--- config.mk ---
export PLATFORM = sky130hd
export DESIGN_NAME = debug_uart_frame_tx
export DESIGN_NICKNAME = d
export VERILOG_FILES = /design/src/rtl/debug_uart_frame_tx.sv
export SDC_FILE = /design/constraint.sdc
export NUM_CORES = 1
export LEC_CHECK = 0
export ABC_AREA = 1
export ABC_CLOCK_PERIOD_IN_PS = 2730
export BUFFER_PORTS_ARGS = -buffer_cell sky130_fd_sc_hd__buf_2
export CORE_ASPECT_RATIO = 0.6
export CORE_MARGIN = 2
export CORE_UTILIZATION = 56
export DETAILED_ROUTE_END_ITERATION = 8
export HOLD_SLACK_MARGIN = 0.05
export PLACE_DENSITY = 0.8
export SLEW_MARGIN = 20
export SYNTH_ARGS = -nofsm -noshare
export SYNTH_HDL_FRONTEND = slang
export SYNTH_SLANG_ARGS = --single-unit
--- constraint.sdc ---
create_clock -name clk_uart -period 2.73 [get_ports clk_uart]
set_clock_uncertainty 0.15 [all_clocks]
set_input_delay 0.273 -clock clk_uart [delete_from_list [all_inputs] [get_ports clk_uart]]
set_output_delay 0.273 -clock clk_uart [all_outputs]
set_load 0.02 [all_outputs]
--- src/rtl/debug_uart_frame_tx.sv ---
// Debug frame transmitter: sends HEADER_BYTE and seven snapshotted state bytes as 8N1 UART.
// Define DEBUG_UART_CHECKSUM_EN to append the XOR of all preceding frame bytes.
//
// state | meaning
// IDLE  | line high, waiting for in_tx_start
// START | start bit (line low) of the current byte
// DATA  | eight data bits, LSB first
// STOP  | stop bit (line high); chains to next START or to DONE
// DONE  | one-cycle completion pulse, then back to IDLE
module debug_uart_frame_tx #(
    parameter int         CLKS_PER_BIT = 87,
    parameter logic [7:0] HEADER_BYTE  = 8'hA5
) (
    input  logic       clk_uart,
    input  logic       rst,
    input  logic       in_tx_start,
    input  logic [7:0] statedeb_main,
    input  logic [7:0] statedeb_can,
    input  logic [7:0] statedb_can_mux,
    input  logic [7:0] statedeb_osc_trim,
    input  logic [7:0] statedeb_elink_tra,
    input  logic [7:0] statedeb_elink_rec,
    input  logic [7:0] statedeb_spi,
    output logic       out_tx_serial,
    output logic       out_tx_active,
    output logic       out_tx_done
);

    localparam int             CW        = $clog2(CLKS_PER_BIT);
    localparam logic [CW-1:0]  BAUD_LAST = CW'(CLKS_PER_BIT - 1);
`ifdef DEBUG_UART_CHECKSUM_EN
    localparam logic [3:0]     LAST_BYTE = 4'd8;
`else
    localparam logic [3:0]     LAST_BYTE = 4'd7;
`endif

    typedef enum logic [2:0] {IDLE, START, DATA, STOP, DONE} state_t;

    state_t          r_state;
    state_t          w_state_nxt;
    logic [CW-1:0]   r_baud_cnt;
    logic [2:0]      r_bit_idx;
    logic [3:0]      r_byte_idx;
    logic [6:0][7:0] r_snap;
`ifdef DEBUG_UART_CHECKSUM_EN
    logic [7:0]      r_csum;
`endif
    logic [7:0]      w_cur_byte;
    logic            w_baud_tc;
    logic            w_accept;
    logic            w_last_byte;

    assign w_baud_tc   = (r_baud_cnt == BAUD_LAST);
    assign w_accept    = (r_state == IDLE) && in_tx_start;
    assign w_last_byte = (r_byte_idx == LAST_BYTE);

    // Byte index 0 is the header, 1..7 the snapshot, 8 the optional checksum.
    always_comb begin
        w_cur_byte = 8'hFF;
        case (r_byte_idx)
            4'd0: w_cur_byte = HEADER_BYTE;
            4'd1, 4'd2, 4'd3, 4'd4, 4'd5, 4'd6, 4'd7:
                  w_cur_byte = r_snap[r_byte_idx[2:0] - 3'd1];
`ifdef DEBUG_UART_CHECKSUM_EN
            4'd8: w_cur_byte = r_csum;
`endif
            default: ;
        endcase
    end

    always_ff @(posedge clk_uart) begin
        if (rst) begin
            r_state <= IDLE;
        end else begin
            r_state <= w_state_nxt;
        end
    end

    always_comb begin
        w_state_nxt = r_state;
        case (r_state)
            IDLE:  if (in_tx_start) w_state_nxt = START;
            START: if (w_baud_tc) w_state_nxt = DATA;
            DATA:  if (w_baud_tc && (r_bit_idx == 3'd7)) w_state_nxt = STOP;
            STOP:  if (w_baud_tc) w_state_nxt = w_last_byte ? DONE : START;
            DONE:  w_state_nxt = IDLE;
            default: w_state_nxt = IDLE;
        endcase
    end

    always_ff @(posedge clk_uart) begin
        if (rst) begin
            r_baud_cnt <= '0;
            r_bit_idx  <= '0;
            r_byte_idx <= '0;
            r_snap     <= '0;
`ifdef DEBUG_UART_CHECKSUM_EN
            r_csum     <= '0;
`endif
        end else begin
            case (r_state)
                IDLE: begin
                    if (w_accept) begin
                        r_snap     <= {statedeb_spi, statedeb_elink_rec, statedeb_elink_tra,
                                       statedeb_osc_trim, statedb_can_mux, statedeb_can,
                                       statedeb_main};
                        r_baud_cnt <= '0;
                        r_bit_idx  <= '0;
                        r_byte_idx <= '0;
`ifdef DEBUG_UART_CHECKSUM_EN
                        r_csum     <= '0;
`endif
                    end
                end
                START, DATA, STOP: begin
                    r_baud_cnt <= w_baud_tc ? '0 : r_baud_cnt + 1'b1;
                    if ((r_state == DATA) && w_baud_tc) begin
                        r_bit_idx <= r_bit_idx + 3'd1;
                    end
                    // Checksum folds in each byte as it leaves, so it is ready when byte 8 loads.
                    if ((r_state == STOP) && w_baud_tc && !w_last_byte) begin
                        r_byte_idx <= r_byte_idx + 4'd1;
`ifdef DEBUG_UART_CHECKSUM_EN
                        r_csum     <= r_csum ^ w_cur_byte;
`endif
                    end
                end
                default: begin
                    r_baud_cnt <= '0;
                    r_bit_idx  <= '0;
                    r_byte_idx <= '0;
                end
            endcase
        end
    end

    always_comb begin
        out_tx_serial = 1'b1;
        case (r_state)
            START:   out_tx_serial = 1'b0;
            DATA:    out_tx_serial = w_cur_byte[r_bit_idx];
            default: ;
        endcase
    end

    assign out_tx_active = (r_state == START) || (r_state == DATA) || (r_state == STOP);
    assign out_tx_done   = (r_state == DONE);

endmodule

# Yosys cells after proc, flatten, opt, wreduce, memory -nomap -nowiden
# Index checks and enable logic that the tools add are counted.
[op_classes]
add_sub_neg = 4
multipliers = 0
div = 0
n_lt_le_gt_ge = 2
eq_ne = 20
shifts = 0
n_mux = 21
bitwise_logic = 0
reduce_logical = 16
[ops]
columns = ["op", "n"]
rows = [
  ["8-bit binary-select mux with 3-bit select", 1],
  ["3-bit two-way mux", 7],
  ["4-bit by 3-bit equality test with 1-bit output (second input constant)", 4],
  ["8-bit one-hot mux with 2 select lines", 1],
  ["7-bit two-way mux", 2],
  ["2-bit inequality test (second input constant)", 7],
  ["7-bit one-hot mux with 2 select lines", 1],
  ["3-bit one-hot mux with 4 select lines", 1],
  ["4-bit by 2-bit equality test with 1-bit output (second input constant)", 2],
  ["3-bit by 4-bit less-than comparator with 1-bit output (second input constant)", 2],
  ["4-bit two-way mux", 2],
  ["8-bit two-way mux", 1],
  ["4-bit one-hot mux with 2 select lines", 1],
  ["7-bit by 1-bit adder with 7-bit output (second input constant)", 1],
  ["7-bit equality test (second input constant)", 1],
  ["7-bit OR reduction", 1],
  ["3-bit by 2-bit equality test with 1-bit output (second input constant)", 2],
  ["3-bit equality test (second input constant)", 2],
  ["3-bit one-hot mux with 2 select lines", 1],
  ["2-bit AND reduction", 3],
  ["1-bit logical AND", 5],
  ["4-bit by 1-bit adder with 4-bit output (second input constant)", 1],
  ["4-bit by 1-bit equality test with 1-bit output (second input constant)", 1],
  ["4-bit logical NOT", 1],
  ["other kinds (11)", 12],
]
[word_totals]
register_bits = 73
latch_bits = 0
ram_bits = 0
mem_bits_ro = 0
output_inout_bits = 3
mem_count = 0

# Longest topological paths before layout
# Gate-level depths: netlist of run 1.
[depth]
word_depth = 7
mapped_depth = 16
ltp_nobuf = 14

# Worst setup path after synthesis of run 1
# Ideal clock, no wire load.
[synth_path]
path_kind = "flip-flop to output port"
startpoint = "reg r_byte_idx[0]"
endpoint = "out out_tx_serial"
arrival_time_ns = 2.044
required_time_ns = 2.307
path_slack_ns = 0.263
stages_incl_launch_ff = 16
path_buffers = 3
cell_sequence = "dfxtp_1 -> inv_1 -> buf_2 -> buf_2 -> ha_1 -> inv_1 -> clkbuf_1 -> o21ai_0 -> nand2_1 -> nand2_1 -> nand3_1 -> nand3_1 -> nand2_1 -> nand2_1 -> nand3_1 -> nand2_1"
[synth_between]
elab_chain_cells = 7
word_cells_on_any_way = 16
[synth_lines]
columns = ["element", "line_no", "source"]
rows = [
  ["start: declaration", "43", "logic [3:0] r_byte_idx;"],
  ["start signal: assignment", "122", "r_byte_idx <= r_byte_idx + 4'd1;"],
  ["3-bit by 1-bit subtractor with 3-bit output", "63", "w_cur_byte = r_snap[r_byte_idx[2:0] - 3'd1];"],
  ["8-bit binary-select mux with 3-bit select", "63", ""],
  ["8-bit two-way mux (not written as such)", "63", ""],
  ["8-bit one-hot mux with 2 select lines (*)", "60", "case (r_byte_idx)"],
  ["1-bit binary-select mux with 3-bit select (*)", "141", "DATA: out_tx_serial = w_cur_byte[r_bit_idx];"],
  ["1-bit two-way mux (not written as such) (*)", "141", ""],
  ["1-bit one-hot mux with 2 select lines (*)", "139", "case (r_state)"],
  ["end: declaration", "24", "output logic out_tx_serial,"],
]
# Every way passes the cells marked *; elsewhere a longest branch is shown, timed or not. The select of a mux whose other input is x is not followed.

# Worst setup path after layout of run 1
# Same ends and word-level chain as after synthesis.

==> impl_metrics.yaml, run 1 <==
timing:
  fin_crit_sh_pct: 95.4
  final_hold_viol_count: 0
  slew_headroom_pct: 77.7
  final_max_slew_viol_count: 0
  tns_ns: 0
  period_minus_slack_ns: 2.61
  timing.fmax_mhz: 384
  holdWs_ns: 0.0548
  tightest_slew_ns: 0.332
  setup_viol: 0
synth:
  yosys_warnings: 0
  synth-simple-area-share_pct: 22.9
  ys_ff_latch: 73
  ys_seq_area_share_pct: 40.8
  netlist_instances: 528
  syn_area_sq_um: 3580
  synth_area_leader_cell: "dfxtp_1"
  synth_top_family_by_area: "simple AND/OR/NAND/NOR gates"
  synth_nets: 596
  synthXorXnorAreaFrac_pct: 0
  synth_top_area_share_pct: 40.8
  yosys-top-cells-area: "dfxtp_1, nand2_1, a21oi_1"
  synth_compound_gate_area_share_pct: 20.6
  muxShareOfSynthArea_pct: 0
  syn_area_per_cell_sq_um: 6.78
  synthAdderAreaFrac_pct: 3.15
  synth_cell_types: 24
clock_tree:
  cts_buffers: 9
  clockBufferDepth: 2
  cts-root-buf: "clkbuf_8"
  cts_sinks: 73
  cts_tree: "yes"
  htree_levels: 3
  cts.clk_slew.worst_paths_ns: 0.08
  clock_latency_ns: 0.35
global_route:
  antenna_found_initial: 0
  grt_pass1_wl_um: 14500
  grt_usage_pct: 26.2
  grt_pass1_vias: 3138
  grt_max_degree: 61
  grt_overflow: 0
worst_setup_path:
  cp-end-kind: "primary output"
  required_ns: 2.31
  cp-start-kind: "flip-flop"
  worst-endpoint-arrival_ns: 2.18
  crit_fanout: 11
  path_class: "flip-flop to primary output"
hold_path:
  worstHoldPathType: "input pin to flip-flop"
drt:
  drc: 0
  dr.first_iter.drc_count: 283
  route.met3.wl_um: 622
  routed_wl_um: 8840
  wl_met1_um: 4240
  avgRoutedWirePerCell_um: 13.1
  vias_per_cell: 5.25
  vias: 3548
  antenna_left: 0
  drt_first_pass_iters: 7
  dr_wl_met2_um: 3850
  highest_layer: "met4"
cells_and_area:
  drive_gt1_share_pct: 17.1
  final_nets: 655
  area_delta_synth_final_pct: 20.9
  antenna_cells: 0
  fill_cells: 511
  final_util_pct: 70.5
power:
  p_leak_uw: 0.00193
  cellPowerDensity_nw_per_um2: 1140
  max-vdd-ir-drop_v: 0.000527
floorplanning:
  boundaryPins: 62
  die_w_um: 107
  coreArea_sq_um: 6140
  die-area_sq_um: 7070
  row_count: 22
  initial_utilization_pct: 58.3
  dieHeight_um: 65.9
placed_design:
  gp_congestion: 0.915
  portBuffers: 61
  hpwl_um: 6170
run:
  max-cap-violations: 0
run_status:
  outcome: "finished clean"
path summary, 6_finish.rpt:
| check | start | end | slack, ns | cells after the start |
|---|---|---|---|---|
| hold / removal | statedeb_osc_trim[7] | r_snap[31] | 0.05 | 3 |
| setup / recovery | r_byte_idx[0] | out_tx_serial | 0.12 | 13 |
| setup reg to reg | r_baud_cnt[0] | r_bit_idx[0] | 0.78 | 9 |
| hold reg to reg | r_snap[0] | r_snap[0] | 0.30 | 2 |
area by class of cell:
type                    count  area [sq um]  area share [%]
multi-input cells         341          1700            39.4
clock inverters             7           143            3.30
inverters                  85           322            7.43
repair buffers             77           467            10.8
flip-flops and latches     73          1460            33.8
well taps                  84           105            2.43
clock buffers               9           124            2.86
per-stage QoR:
| step | setup WS [ns] | instances | total power (uW) | instance area, sq um |
|---|---|---|---|---|
| after global placement | 0.461 | 653 | 3630 | 3950 |
| after global routing | -0.00117 | 676 | 5340 | 4330 |
| after CTS | 0.00518 | 676 | 4860 | 4300 |
| after detailed placement | 0.307 | 653 | 3700 | 3950 |
| after floorplan | 0.263 | 528 | 3170 | 3580 |
| final | 0.125 | 676 | 4950 | 4330 |
kinds of logic after synthesis:
kind of cell             Yosys count
AO/OA/AOI/OAI                    144
adder cells (fa/ha/maj)            9
buffers and inverters            114
flip-flops                        73
AND/OR/NAND/NOR                  188
power by group:
| group | internal, uW | switching (uW) | leakage (uW) |
|---|---|---|---|
| clock | 701 | 421 | 0.000133 |
| combinational | 805 | 1520 | 0.00119 |
| sequential | 1340 | 162 | 0.000602 |
| total | 2850 | 2100 | 0.00193 |
timing repair:
action,CTS,global route
setup buffers,0,0
hold buffers,7,0
hold endpoints to repair,10,0
setup endpoints to repair,1,1
resized for setup,4,9
cell usage after synthesis:
cell type,instances
nand2_1,105
inv_1,85
a21oi_1,74
dfxtp_1,73
o21ai_0,65
nand3_1,51
clkbuf_1,19
nor2_1,19
ha_1,9
buf_2,8
nor3_1,5
nand2_2,2
nor2_4,2
a211oi_1,1
a221oi_1,1
buf_4,1
buf_6,1
nand3b_4,1
nand4_1,1
nor4_1,1
o21ai_2,1
o21bai_1,1
o31ai_1,1
or4_1,1
state kept, by name (all words and copies together) (netlist names):
| signal | count |
|---|---|
| r_byte_idx | 4 |
| r_bit_idx | 3 |
| r_state | 3 |
| r_snap | 56 |
| r_baud_cnt | 7 |
critical path, cell delays in order, from the launching register on:
cell and delay, ns:
dfxtp_1 0.39, inv_2 0.10, ha_1 0.23, inv_1 0.07, nand2_1 0.08, nand2_4 0.15, nand3_1 0.13, nand3_1 0.08
nand2_1 0.07, a21oi_1 0.15, nand2_1 0.07, nand3_1 0.10, nand2_1 0.05, buf_2 0.15
layout by cell type, fill, tap and decap left out, types with 2 or more instances in the layout:
cell type | netlist | final
nand2_1 | 105 | 104
inv_1 | 85 | 81
a21oi_1 | 74 | 74
dfxtp_1 | 73 | 72
o21ai_0 | 65 | 65
buf_2 | 8 | 61
nand3_1 | 51 | 50
nor2_1 | 19 | 18
clkbuf_8 | 0 | 9
ha_1 | 9 | 8
dlygate4sd3_1 | 0 | 7
buf_4 | 1 | 6
nor3_1 | 5 | 5
bufinv_16 | 0 | 4
inv_2 | 0 | 3
nor2_4 | 2 | 2
nand2_2 | 2 | 2
clkinv_4 | 0 | 2
per-layer routing:
metal / GRT usage, % / up-vias
li1: - / 1817
met1: 36.6 / 1585
met5: 0 / -
met3: 6.01 / 13
met4: 9.42 / 0
met2: 39.7 / 133
(Power assumes the default switching activity.)
==> run 2, diff against run 1 <==
--- a/config.mk
+++ b/config.mk
@@ -10,10 +10,11 @@
 export BUFFER_PORTS_ARGS = -buffer_cell sky130_fd_sc_hd__buf_2
 export CORE_ASPECT_RATIO = 0.6
 export CORE_MARGIN = 2
-export CORE_UTILIZATION = 56
+export CORE_UTILIZATION = 58
+export CTS_BUF_LIST = sky130_fd_sc_hd__clkbuf_8
 export DETAILED_ROUTE_END_ITERATION = 8
 export HOLD_SLACK_MARGIN = 0.05
-export PLACE_DENSITY = 0.8
+export PLACE_DENSITY = 0.87
 export SLEW_MARGIN = 20
 export SYNTH_ARGS = -nofsm -noshare
 export SYNTH_HDL_FRONTEND = slang
==> impl_metrics.yaml, run 2 (synthesis gave the netlist of run 1 again) <==
drt:
  drc: 0
  vias: 3679
  dr.first_iter.drc_count: 296
  wl_met1_um: 4210
  highest_layer: "met4"
  drt_first_pass_iters: 5
  route.met3.wl_um: 643
  routed_wl_um: 9090
  avgRoutedWirePerCell_um: 13.4
  vias_per_cell: 5.42
  antenna_left: 0
  dr_wl_met2_um: 4070
floorplanning:
  coreArea_sq_um: 6030
  die-area_sq_um: 6840
  boundaryPins: 62
  die_w_um: 105
  row_count: 22
  dieHeight_um: 64.9
  initial_utilization_pct: 59.4
clock_tree:
  post-cts-setup-buffers: 0
  cts_buffers: 9
  clockBufferDepth: 2
  cts.clk_slew.worst_paths_ns: 0.07
  cts_sinks: 73
  htree_levels: 3
  cts-root-buf: "clkbuf_8"
  clock_latency_ns: 0.36
  cts_tree: "yes"
power:
  p_sw_share_pct: 44.4
  clkPwrFrac_pct: 19.9
  p_leak_uw: 0.00191
  max-vdd-ir-drop_v: 0.000497
  p_seq_share_pct: 31.2
  p_comb_share_pct: 48.9
  netSwitchingPower_uw: 2140
  cellPowerDensity_nw_per_um2: 1120
  internal_power_uw: 2680
global_route:
  grt_overflow: 0
  grt_pass1_vias: 3329
  grt_max_degree: 57
  antenna_found_initial: 0
  grt_pass1_wl_um: 14800
  grt_usage_pct: 27.5
hold_path:
  worstHoldPathType: "input pin to flip-flop"
worst_setup_path:
  cp-end-kind: "primary output"
  worst-endpoint-arrival_ns: 2.13
  required_ns: 2.31
  cp-start-kind: "flip-flop"
  path_class: "flip-flop to primary output"
  crit_fanout: 31
timing:
  worst_slack_ns: 0.181
  tightest_slew_ns: 0.453
  period_minus_slack_ns: 2.55
  setup_viol: 0
  final_hold_viol_count: 0
  slew_headroom_pct: 69.8
  timing.fmax_mhz: 392
  fin_crit_sh_pct: 93.4
  holdWs_ns: 0.0481
  final_max_slew_viol_count: 0
cells_and_area:
  final_nets: 658
  multiInputGateArea_sq_um: 1710
  drive_gt1_share_pct: 17.0
  reg_top3: "r_snap (56), r_baud_cnt (7), r_byte_idx (4)"
  largest_register: "r_snap"
  seqCellArea_sq_um: 1460
  fill_cells: 496
  mostFrequentLayoutCells: "nand2_1, inv_1, a21oi_1"
  area_delta_synth_final_pct: 20.4
  layout_commonest_cell: "nand2_1"
  antenna_cells: 0
  largest_reg_flops: 56
placed_design:
  portBuffers: 61
  gp_congestion: 0.945
  pre_cts_ws_ns: 0.371
  hpwl_um: 6490
run:
  max-cap-violations: 0
run_status:
  outcome: "finished clean"
[run 2: cell type report]
type / count / area share, %
inverter: 85 / 7.46
timing repair buffer: 80 / 11.2
multi-input combinational: 341 / 39.7
tap: 84 / 2.44
sequential: 73 / 33.9
clock inverter: 6 / 2.09
clock buffer: 10 / 3.19
[run 2: worst paths after layout]
check              startpoint             to  slack, ns  depth (start not counted)
min          statedeb_main[0]      r_snap[0]       0.05                          3
max reg2reg     r_baud_cnt[0]   r_bit_idx[0]       0.68                          9
max             r_byte_idx[0]  out_tx_serial       0.18                         12
min reg2reg         r_snap[8]      r_snap[8]       0.30                          2
[run 2: through the flow]
| stage | power (uW) | std cells | TNS [ns] | instance area (sq um) | util, % |
|---|---|---|---|---|---|
| global route | 5200 | 679 | -0.00645 | 4310 | 71.5 |
| floorplan | 3170 | 528 | 0 | 3580 | - |
| global placement | 3590 | 653 | 0 | 3940 | 65.4 |
| finish | 4820 | 679 | 0 | 4310 | 71.5 |
| detailed placement | 3700 | 653 | 0 | 3940 | 65.4 |
| CTS | 4680 | 679 | 0 | 4270 | 70.8 |
[run 2: what timing repair did]
item                                   4_1_cts  5_1_grt
setup endpoints to repair                    1        1
endpoints found under the hold margin       13        0
hold buffers                                10        0
gates resized for setup                      3       11
[run 2: layer usage]
layer	track usage [%]	vias to the layer above
li1	-	1834
met1	35.8	1679
met2	44.4	144
met3	7.65	22
met4	8.83	0
met5	0	-
[run 2: power groups by stage]
stage                     sequential, uW  clock (uW)  combinational, uW
after floorplan                     1480           0               1690
after global placement              1500           0               2080
after detailed placement            1520           0               2180
after CTS                           1490         965               2220
after global routing                1530        1020               2650
final                               1510         960               2360
[run 2: critical path, stage by stage, from the launching register on]
cell and delay [ns]:
dfxtp_1 0.36, buf_6 0.25, ha_1 0.27, nor3_1 0.08, nand2_1 0.06, nand2_1 0.09, nand2_1 0.10, nand2_1 0.06
a21oi_1 0.12, nand2_1 0.07, nand3_1 0.09, nand2_1 0.06, buf_2 0.16
==> run 3, diff against run 2 <==
--- a/config.mk
+++ b/config.mk
@@ -8,9 +8,11 @@
 export ABC_AREA = 1
 export ABC_CLOCK_PERIOD_IN_PS = 2730
 export BUFFER_PORTS_ARGS = -buffer_cell sky130_fd_sc_hd__buf_2
+export CELL_PAD_IN_SITES_DETAIL_PLACEMENT = 0
+export CELL_PAD_IN_SITES_GLOBAL_PLACEMENT = 1
 export CORE_ASPECT_RATIO = 0.6
 export CORE_MARGIN = 2
-export CORE_UTILIZATION = 58
+export CORE_UTILIZATION = 41
 export CTS_BUF_LIST = sky130_fd_sc_hd__clkbuf_8
 export DETAILED_ROUTE_END_ITERATION = 8
 export HOLD_SLACK_MARGIN = 0.05
==> impl_metrics.yaml, run 3 (synthesis gave the netlist of run 1 again) <==
global_route:
  grt_pass1_vias: 3323
  grt_max_degree: 83
  grt_pass1_wl_um: 15400
  grt_usage_pct: 19.9
  antenna_found_initial: 0
  grt_overflow: 0
timing:
  final_hold_viol_count: 0
  fin_crit_sh_pct: 94.9
  final_max_slew_viol_count: 0
  tightest_slew_ns: 0.331
  tns_ns: 0
  rsz0062_at_grt: "no"
  setup_viol: 0
  period_minus_slack_ns: 2.59
  timing.fmax_mhz: 386
  slew_headroom_pct: 77.7
cells_and_area:
  layout_commonest_cell: "nand2_1"
  area_delta_synth_final_pct: 25.4
  largest_reg_flops: 56
  final_nets: 674
  mostFrequentLayoutCells: "nand2_1, inv_1, a21oi_1"
  largest_register: "r_snap"
  final_util_pct: 52.9
  reg_top3: "r_snap (56), r_baud_cnt (7), r_byte_idx (4)"
  antenna_cells: 0
  drive_gt1_share_pct: 16.9
drt:
  antenna_left: 0
  drc: 0
  vias: 3508
  dr.first_iter.drc_count: 170
  drt_first_pass_iters: 4
  avgRoutedWirePerCell_um: 12.4
  vias_per_cell: 4.85
  routed_wl_um: 8990
floorplanning:
  boundaryPins: 62
  coreArea_sq_um: 8490
  row_count: 26
  initial_utilization_pct: 42.2
  die-area_sq_um: 9520
  dieHeight_um: 76.4
  die_w_um: 125
run:
  max-cap-violations: 0
power:
  cellPowerDensity_nw_per_um2: 1070
  p_leak_uw: 0.00199
  design_power_total_uw: 4810
  max-vdd-ir-drop_v: 0.000501
hold_path:
  worstHoldPathType: "input pin to flip-flop"
clock_tree:
  cts_tree: "yes"
  clock_latency_ns: 0.35
  cts.clk_slew.worst_paths_ns: 0.07
  cts_sinks: 73
  clockBufferDepth: 2
  htree_levels: 3
  cts-root-buf: "clkbuf_8"
  cts_buffers: 9
placed_design:
  hpwl_um: 6400
  portBuffers: 61
  gp_congestion: 0.846
worst_setup_path:
  crit_top_cell: "nand2_1"
  cp-start-kind: "flip-flop"
  worst-endpoint-arrival_ns: 2.17
  path_class: "flip-flop to primary output"
  cpPeakStageDelay_ns: 0.36
  cpLargestDelayFamily: "simple AND/OR/NAND/NOR gates"
  crit_buf_inv: 3
  cp-end-kind: "primary output"
  path_cells: "inv_2 > ha_4 > buf_4 > nor2_1 > nor2_1 > nand2_1 > nand3_1 > nand2_1 > a21oi_1 > nand2_1 > nand3_1 > nand2_1 > buf_4"
  crit_fanout: 9
  required_ns: 2.31
  cp_slowest_cell: "dfxtp_2"
run_status:
  outcome: "finished clean"
==> run 3: cell types whose count changed in the layout (fill, tap and decap cells not counted), moves of 2 or more <==
cell,change
buf_4,+3
inv_1,+2
clkbuf_8,+2
buf_6,-2
dlygate4sd3_1,+13
==> run 3: routing by layer <==
layer | global-route usage [%] | wire, um | vias up
li1 | - | - | 1857
met4 | 6.40 | 74 | 0
met5 | 0 | 0 | -
met3 | 4.78 | 386 | 7
met2 | 29.1 | 3640 | 73
met1 | 29.0 | 4890 | 1571
==> run 3: timing repair <==
item / CTS / global route
gates cloned: 0 / 0
endpoints found under the hold margin: 26 / 0
setup endpoints to repair: 1 / 1
gates resized for setup: 6 / 9
buffers inserted: 3 / 0
hold buffers: 23 / 0
==> run 3: layout make-up <==
class / instances / area, sq um
Tap cell: 112 / 140
Timing Repair Buffer: 96 / 649
Inverter: 85 / 323
Fill cell: 855 / 4000
Clock buffer: 12 / 165
Clock inverter: 4 / 42.5
Sequential cell: 73 / 1460
Multi-Input combinational cell: 341 / 1700
==> run 3: final timing paths <==
check,startpoint,end,slack [ns],cells past startpoint
max,r_byte_idx[1],out_tx_serial,0.14,13
min,statedb_can_mux[6],r_snap[22],0.06,3
max reg2reg,r_baud_cnt[0],r_bit_idx[0],0.80,9
min reg2reg,r_snap[0],r_snap[0],0.30,2
==> run 3: power by group <==
part	switching, uW	internal (uW)	total (uW)
logic	1560	879	2440
registers	147	1350	1490
clock network	387	489	876
==> run 3: per-stage QoR <==
stage / hold slack [ns] / instances / setup slack [ns] / area, sq um
after floorplan: 0.192 / 528 / 0.263 / 3580
after global placement: 0.285 / 681 / 0.405 / 3990
after detailed placement: 0.288 / 681 / 0.351 / 3990
after CTS: 0.0519 / 723 / 0.0384 / 4470
after global routing: 0.0673 / 723 / 0.00462 / 4490
final: 0.0636 / 723 / 0.139 / 4490
==> run 3: tightest hold or removal path: stages <==
cell and delay, ns:
buf_2 0.07, o21ai_0 0.08, a21oi_1 0.11
